## config.mk

```make
export PLATFORM = sky130hd
export DESIGN_NAME = contador_mod_n_cascada
export DESIGN_NICKNAME = d
export VERILOG_FILES = /design/src/rtl/contador_mod_n_cascada_pkg.sv /design/src/rtl/contador_mod_n_cascada_digito_ud.sv /design/src/rtl/contador_mod_n_cascada.sv
export SDC_FILE = /design/constraint.sdc
export NUM_CORES = 1
export LEC_CHECK = 0
export BUFFER_PORTS_ARGS = -buffer_cell sky130_fd_sc_hd__buf_4
export CORE_ASPECT_RATIO = 1.4
export CORE_MARGIN = 4
export CORE_UTILIZATION = 56
export DETAILED_ROUTE_END_ITERATION = 10
export PLACE_DENSITY = 0.81
export SYNTH_ARGS = -nofsm -noshare
export SYNTH_HDL_FRONTEND = slang
export SYNTH_SLANG_ARGS = --single-unit
export TNS_END_PERCENT = 20
```

## constraint.sdc

```tcl
create_clock -name clk_50MHz_i -period 3.2 [get_ports clk_50MHz_i]
set_input_delay 0.48 -clock clk_50MHz_i [delete_from_list [all_inputs] [get_ports clk_50MHz_i]]
set_output_delay 0.48 -clock clk_50MHz_i [all_outputs]
set_load 0.02 [all_outputs]
```

## src/rtl/contador_mod_n_cascada_pkg.sv

```systemverilog
// Shared definitions for the cascaded modulo-N counter: direction and mode
// encodings plus a clog2 helper used to size each digit from its modulus.
package contador_defs;

  localparam logic CNT_UP    = 1'b1;
  localparam logic CNT_DOWN  = 1'b0;
  localparam logic MODE_WRAP = 1'b1;
  localparam logic MODE_SAT  = 1'b0;

  // Smallest r with 2**r >= value; bounded loop keeps it elaboration friendly.
  function automatic int clog2(input int value);
    int r;
    r = 0;
    for (int i = 0; i < 31; i++) begin
      if ((32'sd1 <<< i) < value) begin
        r = i + 1;
      end else begin
        r = r;
      end
    end
    return r;
  endfunction

endpackage

```

## src/rtl/contador_mod_n_cascada_digito_ud.sv

```systemverilog
// One modulo-N up/down digit with clamped parallel load and terminal flags.
module contador_digito_ud
  import contador_defs::*;
#(
  parameter int DW = 4
) (
  input  logic          clk_i,
  input  logic          rst_i,
  input  logic          step_i,
  input  logic          up_i,
  input  logic          load_i,
  input  logic [DW-1:0] load_val_i,
  input  logic [DW:0]   modulus_i,
  output logic [DW-1:0] value_o,
  output logic          term_up_o,
  output logic          term_dn_o
);

  localparam logic [DW-1:0] ONE  = {{(DW-1){1'b0}}, 1'b1};
  localparam logic [DW-1:0] ZERO = {DW{1'b0}};

  logic [DW-1:0] value_q;
  logic [DW-1:0] value_d;
  logic [DW:0]   n_minus1_s;

  assign n_minus1_s = modulus_i - {{DW{1'b0}}, 1'b1};
  // Out-of-range values (>= N) also count as terminal so an up step recovers to 0.
  assign term_up_o  = ({1'b0, value_q} >= n_minus1_s);
  assign term_dn_o  = (value_q == ZERO);
  assign value_o    = value_q;

  // Next digit value: load (clamped to N-1) wins over a step.
  always_comb begin
    value_d = value_q;
    if (load_i) begin
      if ({1'b0, load_val_i} >= modulus_i) begin
        value_d = n_minus1_s[DW-1:0];
      end else begin
        value_d = load_val_i;
      end
    end else if (step_i) begin
      case (up_i)
        CNT_UP:   value_d = term_up_o ? ZERO : (value_q + ONE);
        CNT_DOWN: value_d = term_dn_o ? n_minus1_s[DW-1:0] : (value_q - ONE);
        default:  value_d = value_q;
      endcase
    end else begin
      value_d = value_q;
    end
  end

  // Digit register with synchronous reset.
  always_ff @(posedge clk_i) begin
    if (rst_i) begin
      value_q <= ZERO;
    end else begin
      value_q <= value_d;
    end
  end

endmodule

```

## src/rtl/contador_mod_n_cascada.sv

```systemverilog
// Multi-digit modulo-N up/down counter: ripple terminal chain, wrap or
// saturate at the full roll-over, and a zero-latency carry for chaining.
module contador_mod_n_cascada
  import contador_defs::*;
#(
  parameter int N      = 10,
  parameter int DW     = clog2(N),
  parameter int DIGITS = 4
) (
  input  logic                 clk_50MHz_i,
  input  logic                 rst_sync_ha_i,
  input  logic                 enable_i,
  input  logic                 up_i,
  input  logic                 wrap_i,
  input  logic                 load_i,
  input  logic [DIGITS*DW-1:0] carga_i,
  output logic [DIGITS*DW-1:0] conteo_salida_o,
  output logic                 enable_out,
  output logic                 sat_o
);

  localparam logic [DW:0] MODULUS = (DW+1)'(N);

  logic [DIGITS-1:0] term_up_s;
  logic [DIGITS-1:0] term_dn_s;
  logic [DIGITS-1:0] term_s;
  logic [DIGITS-1:0] below_s;
  logic [DIGITS-1:0] step_s;
  logic              all_term_s;
  logic              carry_s;
  logic              suppress_s;
  logic              sat_q;
  logic              sat_d;

  for (genvar g = 0; g < DIGITS; g++) begin : g_digit
    contador_digito_ud #(.DW(DW)) u_digit (
      .clk_i      (clk_50MHz_i),
      .rst_i      (rst_sync_ha_i),
      .step_i     (step_s[g]),
      .up_i       (up_i),
      .load_i     (load_i),
      .load_val_i (carga_i[g*DW +: DW]),
      .modulus_i  (MODULUS),
      .value_o    (conteo_salida_o[g*DW +: DW]),
      .term_up_o  (term_up_s[g]),
      .term_dn_o  (term_dn_s[g])
    );
  end

  // Ripple AND: below_s[k] means every digit under k sits at its terminal value.
  always_comb begin
    logic run;
    run    = 1'b1;
    term_s = {DIGITS{1'b0}};
    for (int k = 0; k < DIGITS; k++) begin
      term_s[k]  = (up_i == CNT_UP) ? term_up_s[k] : term_dn_s[k];
      below_s[k] = run;
      run        = run & term_s[k];
    end
    all_term_s = run;
  end

  assign carry_s    = enable_i & all_term_s;
  assign suppress_s = carry_s & (wrap_i != MODE_WRAP);
  assign enable_out = carry_s;

  // Per-digit step enables; a saturated roll-over freezes every digit.
  always_comb begin
    step_s = {DIGITS{1'b0}};
    for (int k = 0; k < DIGITS; k++) begin
      step_s[k] = enable_i & ~suppress_s & below_s[k];
    end
  end

  // Saturation flag: any unsuppressed enabled cycle changes digit 0, so it clears.
  always_comb begin
    sat_d = sat_q;
    if (load_i) begin
      sat_d = 1'b0;
    end else if (suppress_s) begin
      sat_d = 1'b1;
    end else if (enable_i) begin
      sat_d = 1'b0;
    end else begin
      sat_d = sat_q;
    end
  end

  // Saturation flag register.
  always_ff @(posedge clk_50MHz_i) begin
    if (rst_sync_ha_i) begin
      sat_q <= 1'b0;
    end else begin
      sat_q <= sat_d;
    end
  end

  assign sat_o = sat_q;

endmodule
```

# --- After elaboration in Yosys (flattened, before gate mapping) ---
# Cells that the tools add are included.
word_totals:
  ff_bits: 17
  elab_cells: 73
op_classes:
  add_sub_neg: 8
  n_lt_le_gt_ge: 8
  n_mux: 30
  bitwise_logic: 12
  reduce_logical: 10
op_table:
  columns: ["operator", "n"]
  rows:
  - ["2-to-1 mux 4 bit", 20]
  - ["greater-or-equal comparator 4 bit, second input constant", 8]
  - ["one-hot mux 4 bit (2 select lines)", 4]
  - ["adder 4 x 1 -> 4 bit, second input constant", 4]
  - ["zero test 4 bit", 4]
  - ["subtractor 4 x 1 -> 4 bit, second input constant", 4]
  - ["nonzero test 2 bit", 5]
  - ["AND 1 bit", 9]
  - ["2-to-1 mux 1 bit", 6]
  - ["NOT 1 bit", 3]
  - ["OR reduction 2 bit", 1]

# --- Longest topological paths before layout ---
depth:
  ltp_word: 12
  ltp_mapped: 9
  ltp_nobuf: 7

# --- Hierarchy ---
# From an unflattened synthesis, not the netlist that was laid out.
unflattened:
  cells_unflattened: 347
  hier_area_um2: 2854.0
modules_own_cells:
  columns: ["module", "instances", "cells_each", "area_per_inst_um2", "seq_area_each_um2"]
  rows:
  - ["contador_digito_ud", 4, 81, 663.1, 80.1]
  - ["contador_mod_n_cascada", 1, 23, 201.4, 20.0]

# --- Worst setup path before layout ---
# No wires, ideal clock.
synth_path:
  kind: "reg-to-reg"
  start: "register g_digit[2].u_digit.value_q[0]"
  end: "register g_digit[3].u_digit.value_q[2]"
  setup_time_ns: 0.143
  arrival_ns: 2.370
  path_slack_ns: 0.687
  path_stages_with_launch: 10
  path_buffers: 2
  synth_period_minus_slack_ns: 2.513
  path_cell_list: "dfxtp_1 inv_1 ha_1 or3b_1 buf_2 a32oi_1 or4_1 buf_6 a2111oi_4 a311oi_1"
synth_between:
  elab_chain_cells: 10
synth_lines:
  columns: ["element", "line_no", "source"]
  rows:
  - ["start, declared", "contador_mod_n_cascada_digito_ud.sv:22", "logic [DW-1:0] value_q;"]
  - ["start signal, assigned", "contador_mod_n_cascada_digito_ud.sv:57", "value_q <= value_d;"]
  - ["greater-or-equal comparator 4 bit / zero test 4 bit (equally long branches)", "contador_mod_n_cascada_digito_ud.sv:28, contador_mod_n_cascada_digito_ud.sv:29", null]
  - ["2-to-1 mux 1 bit *", "contador_mod_n_cascada.sv:56", "term_s[k] = (up_i == CNT_UP) ? term_up_s[k] : term_dn_s[k];"]
  - ["AND 1 bit *", "contador_mod_n_cascada.sv:58", "run = run & term_s[k];"]
  - ["AND 1 bit", "contador_mod_n_cascada.sv:58", null]
  - ["AND 1 bit", "contador_mod_n_cascada.sv:63", "assign carry_s = enable_i & all_term_s;"]
  - ["AND 1 bit", "contador_mod_n_cascada.sv:64", "assign suppress_s = carry_s & (wrap_i != MODE_WRAP);"]
  - ["NOT 1 bit", "contador_mod_n_cascada.sv:71", "step_s[k] = enable_i & ~suppress_s & below_s[k];"]
  - ["AND 1 bit", "contador_mod_n_cascada.sv:71", null]
  - ["AND 1 bit *", "contador_mod_n_cascada.sv:71", null]
  - ["nonzero test 2 bit (no line) *", null, null]
  - ["end signal, assigned", "contador_mod_n_cascada_digito_ud.sv:57", null]
  - ["end, declared", "contador_mod_n_cascada_digito_ud.sv:22", null]
# Mark *: on every way between the ends. The rest lies on a longest branch, timed or not.
# A chain may end at the register's enable or synchronous reset.

# --- Worst setup path in the final report ---
layout_path:
  start: "register g_digit[0].u_digit.value_q[0]"
  end: "register g_digit[3].u_digit.value_q[2]"
layout_between:
  elab_chain_cells: 11
layout_lines:
  columns: ["element", "line_no"]
  rows:
  - ["start, declared", "contador_mod_n_cascada_digito_ud.sv:22"]
  - ["start signal, assigned", "contador_mod_n_cascada_digito_ud.sv:57"]
  - ["greater-or-equal comparator 4 bit / zero test 4 bit (equally long branches)", "contador_mod_n_cascada_digito_ud.sv:28, contador_mod_n_cascada_digito_ud.sv:29"]
  - ["2-to-1 mux 1 bit *", "contador_mod_n_cascada.sv:56"]
  - ["AND 1 bit * (2 in a row)", "contador_mod_n_cascada.sv:58"]
  - ["AND 1 bit", "contador_mod_n_cascada.sv:58"]
  - ["AND 1 bit", "contador_mod_n_cascada.sv:63"]
  - ["AND 1 bit", "contador_mod_n_cascada.sv:64"]
  - ["NOT 1 bit", "contador_mod_n_cascada.sv:71"]
  - ["AND 1 bit", "contador_mod_n_cascada.sv:71"]
  - ["AND 1 bit *", "contador_mod_n_cascada.sv:71"]
  - ["nonzero test 2 bit (no line) *", null]
# Marked as above.

==> results_dict.tcl <==
set metrics [dict create \
    ys_seq_area_share_pct 17.16 \
    htreeDepth 1 \
    routed_via_density 6.225 \
    hpwl_mm 3.713 \
    synth_most_common_cell "inv_1" \
    yosys_warnings 0 \
    grt_pass1_vias 1885 \
    startpoint_type "register" \
    yosys.area.top_type_share_pct 17.16 \
    yosysTopAreaCell "dfxtp_1" \
    fin_crit_ps 2669 \
    synthSimpleGateAreaFrac_pct 27.38 \
    syn_nets 295 \
    worstPathMaxFanout 10 \
    dieWidth_um 58.30 \
    grt_overflow_total 0 \
    crit_path_end "g_digit[3].u_digit.value_o[2]" \
    ys_async_sr_fraction_pct 0 \
    drv_cap 0 \
    hold_slack_ps 486.1 \
    setup_viol 0 \
    fillers 326 \
    skew_ps 2.050 \
    drc 0 \
    antenna_cells 0 \
    path_clk_slew_ps 80 \
    synth_fa_ha_area_share_pct 10.09 \
    synth-edff-count 0 \
    grt_pass1_wl_mm 8.597 \
    synth_top_family_by_area "compound AO/OA/AOI/OAI gates" \
    clock_path_buffers 2 \
    reg2reg_setup_slack_ps 530 \
    grt_max_degree 32 \
    slew_headroom_pct 56.11 \
    place_area_um2 2201 \
    initial_utilization_pct 58.17 \
    synth_seq_cells 17 \
    yosys_most_used_dff "dfxtp_1" \
    cts_root_buf "clkbuf_8" \
    regToRegStartpoint "g_digit[0].u_digit.value_o[0]" \
    r2r-end "g_digit[3].u_digit.value_o[2]" \
    drv_slew 0 \
    core_region_area_um2 3410 \
    synth.cell_area_um2 1983 \
    worstPathArrival_ps 2800 \
    power_density_nw_per_um2 333.9 \
    placementRows 25 \
    synth_cell_types 61 \
    post_cts_buffers 0 \
    cts_resized 0 \
    drt_iter0_drc 69 \
    preCtsSetupSlack_ps 567.8 \
    setup_tns_ps 0 \
    route.vias.total 1992 \
    worstSetupStartpoint "g_digit[0].u_digit.value_o[0]" \
    path_class "reg2reg" \
    ir_worst_vdd_v 0.0002796 \
    synth_commonest_cells "22 x inv_1, 20 x a21oi_1, 20 x nor2_1" \
    cts_hold_buf 0 \
    num-nets-final 319 \
    gp_congestion 0.8862 \
    ioPinCount 40 \
    synth-compound-area-share_pct 30.16 \
    end_kind "register" \
    fmaxAchievable_mhz 374.7 \
    cts_tree "yes" \
    portBuffers 39 \
    fin_crit_sh_pct 83.40 \
    area_delta_synth_final_pct 13.31 \
    dieArea_um2 4571 \
    synthXorXnorAreaFrac_pct 2.650 \
    drive_gt1_share_pct 20.36 \
    synth_mux_area_share_pct 2.082 \
    clock_sinks 17 \
    rsz0062_at_grt "no" \
    final_area_um2 2247 \
    required_ps 3330 \
    wirelength_mm 5.095 \
    die_h_um 78.41 \
    cts_made_buffers 3 \
    r2r_cells 7 \
    hp-class "reg2reg" \
    synthCells 257 \
    status "finished, final reports clean" \
    syn_avg_cell_area_um2 7.717 \
    drt_pass1_iterations 4 \
    tightest_slew_ps 652.3 \
    synthTopCellsByArea "dfxtp_1 17%, ha_1 10%, a21oi_1 5.0%, inv_1 4.2%, nor2_1 3.8%" \
    ant_nets 0 \
    p_leak_nw 0.8916 \
    layout_setup_ws_ps 531.2 \
    gr-usage-all-layers_pct 23.35 \
    worstSkewPairLatency_ps 270 \
    finalHoldViolations 0 \
    post_drt_wl_per_cell_um 15.92 \
    antenna_found_initial 0 \
]
state kept, by name, indices dropped and copies added (netlist names):
name / flops
g_digit.u_digit.value_o: 16
sat_o: 1
worst min-delay path by stage:
stage	from	endpoint	cells past startpoint
after floorplan	sat_o	sat_o	2
after global placement	sat_o	sat_o	2
after detailed placement	sat_o	sat_o	2
after CTS	sat_o	sat_o	2
after global routing	carga_i[6]	g_digit[1].u_digit.value_o[2]	3
final	sat_o	sat_o	2
stage by stage:
step                power [mW]  util, %  std cells
CTS                     0.7517    65.91        320
detailed placement      0.5723    64.55        316
global route            0.7995    65.91        320
global placement        0.5676    64.55        316
floorplan               0.4934        -        257
finish                  0.7502    65.91        320
layout make-up:
class | instances | area (µm²) | share of cell area [%]
inverter | 22 | 82.58 | 3.675
sequential | 17 | 340.3 | 15.14
multi-input combinational | 198 | 1435 | 63.86
clock buffer | 3 | 41.29 | 1.837
timing repair buffer | 39 | 292.8 | 13.03
tap | 40 | 50.05 | 2.227
clock inverter | 1 | 5.005 | 0.2227
kinds of logic (layout without fill, tap and decap cells):
kind of cell,count (synthesis),in the layout
adder cells (fa/ha/maj),16,16
multiplexers,4,4
flip-flops,17,17
AO/OA/AOI/OAI,82,82
AND/OR/NAND/NOR,90,90
buffers and inverters,42,65
XOR/XNOR,6,6
power breakdown:
part | internal (mW) | leakage [nW] | total (mW) | switching, mW
registers | 0.228 | 0.140 | 0.268 | 0.0404
logic | 0.139 | 0.726 | 0.302 | 0.163
clock network | 0.0871 | 0.0255 | 0.180 | 0.0932
worst max-delay path: stages (launching register included):
cell       delay, ps
dfxtp_1          520
inv_1            140
ha_1             250
or3b_1           290
a22oi_1          170
or4_1            670
a2111oi_4        400
a311oi_1          80
placed cells by master, fill, tap and decap left out, types with 5 or more instances in the layout:
| cell | count |
|---|---|
| nor2_1 | 20 |
| o21ai_0 | 13 |
| a21oi_1 | 20 |
| nand2_1 | 8 |
| xnor2_1 | 6 |
| nor3_1 | 13 |
| buf_4 | 39 |
| inv_1 | 22 |
| nand2b_1 | 8 |
| nor2b_1 | 5 |
| ha_1 | 16 |
| dfxtp_1 | 17 |
| nand3_1 | 7 |
| o31ai_1 | 6 |
routing by layer:
layer,vias to the layer above,share of wire (%),GRT usage (%)
met5,-,0,0
met4,0,2.0,9.977
met3,9,4.8,2.467
li1,1001,-,-
met1,918,44,30.15
met2,64,49,38.37
(Power assumes the default switching activity.)
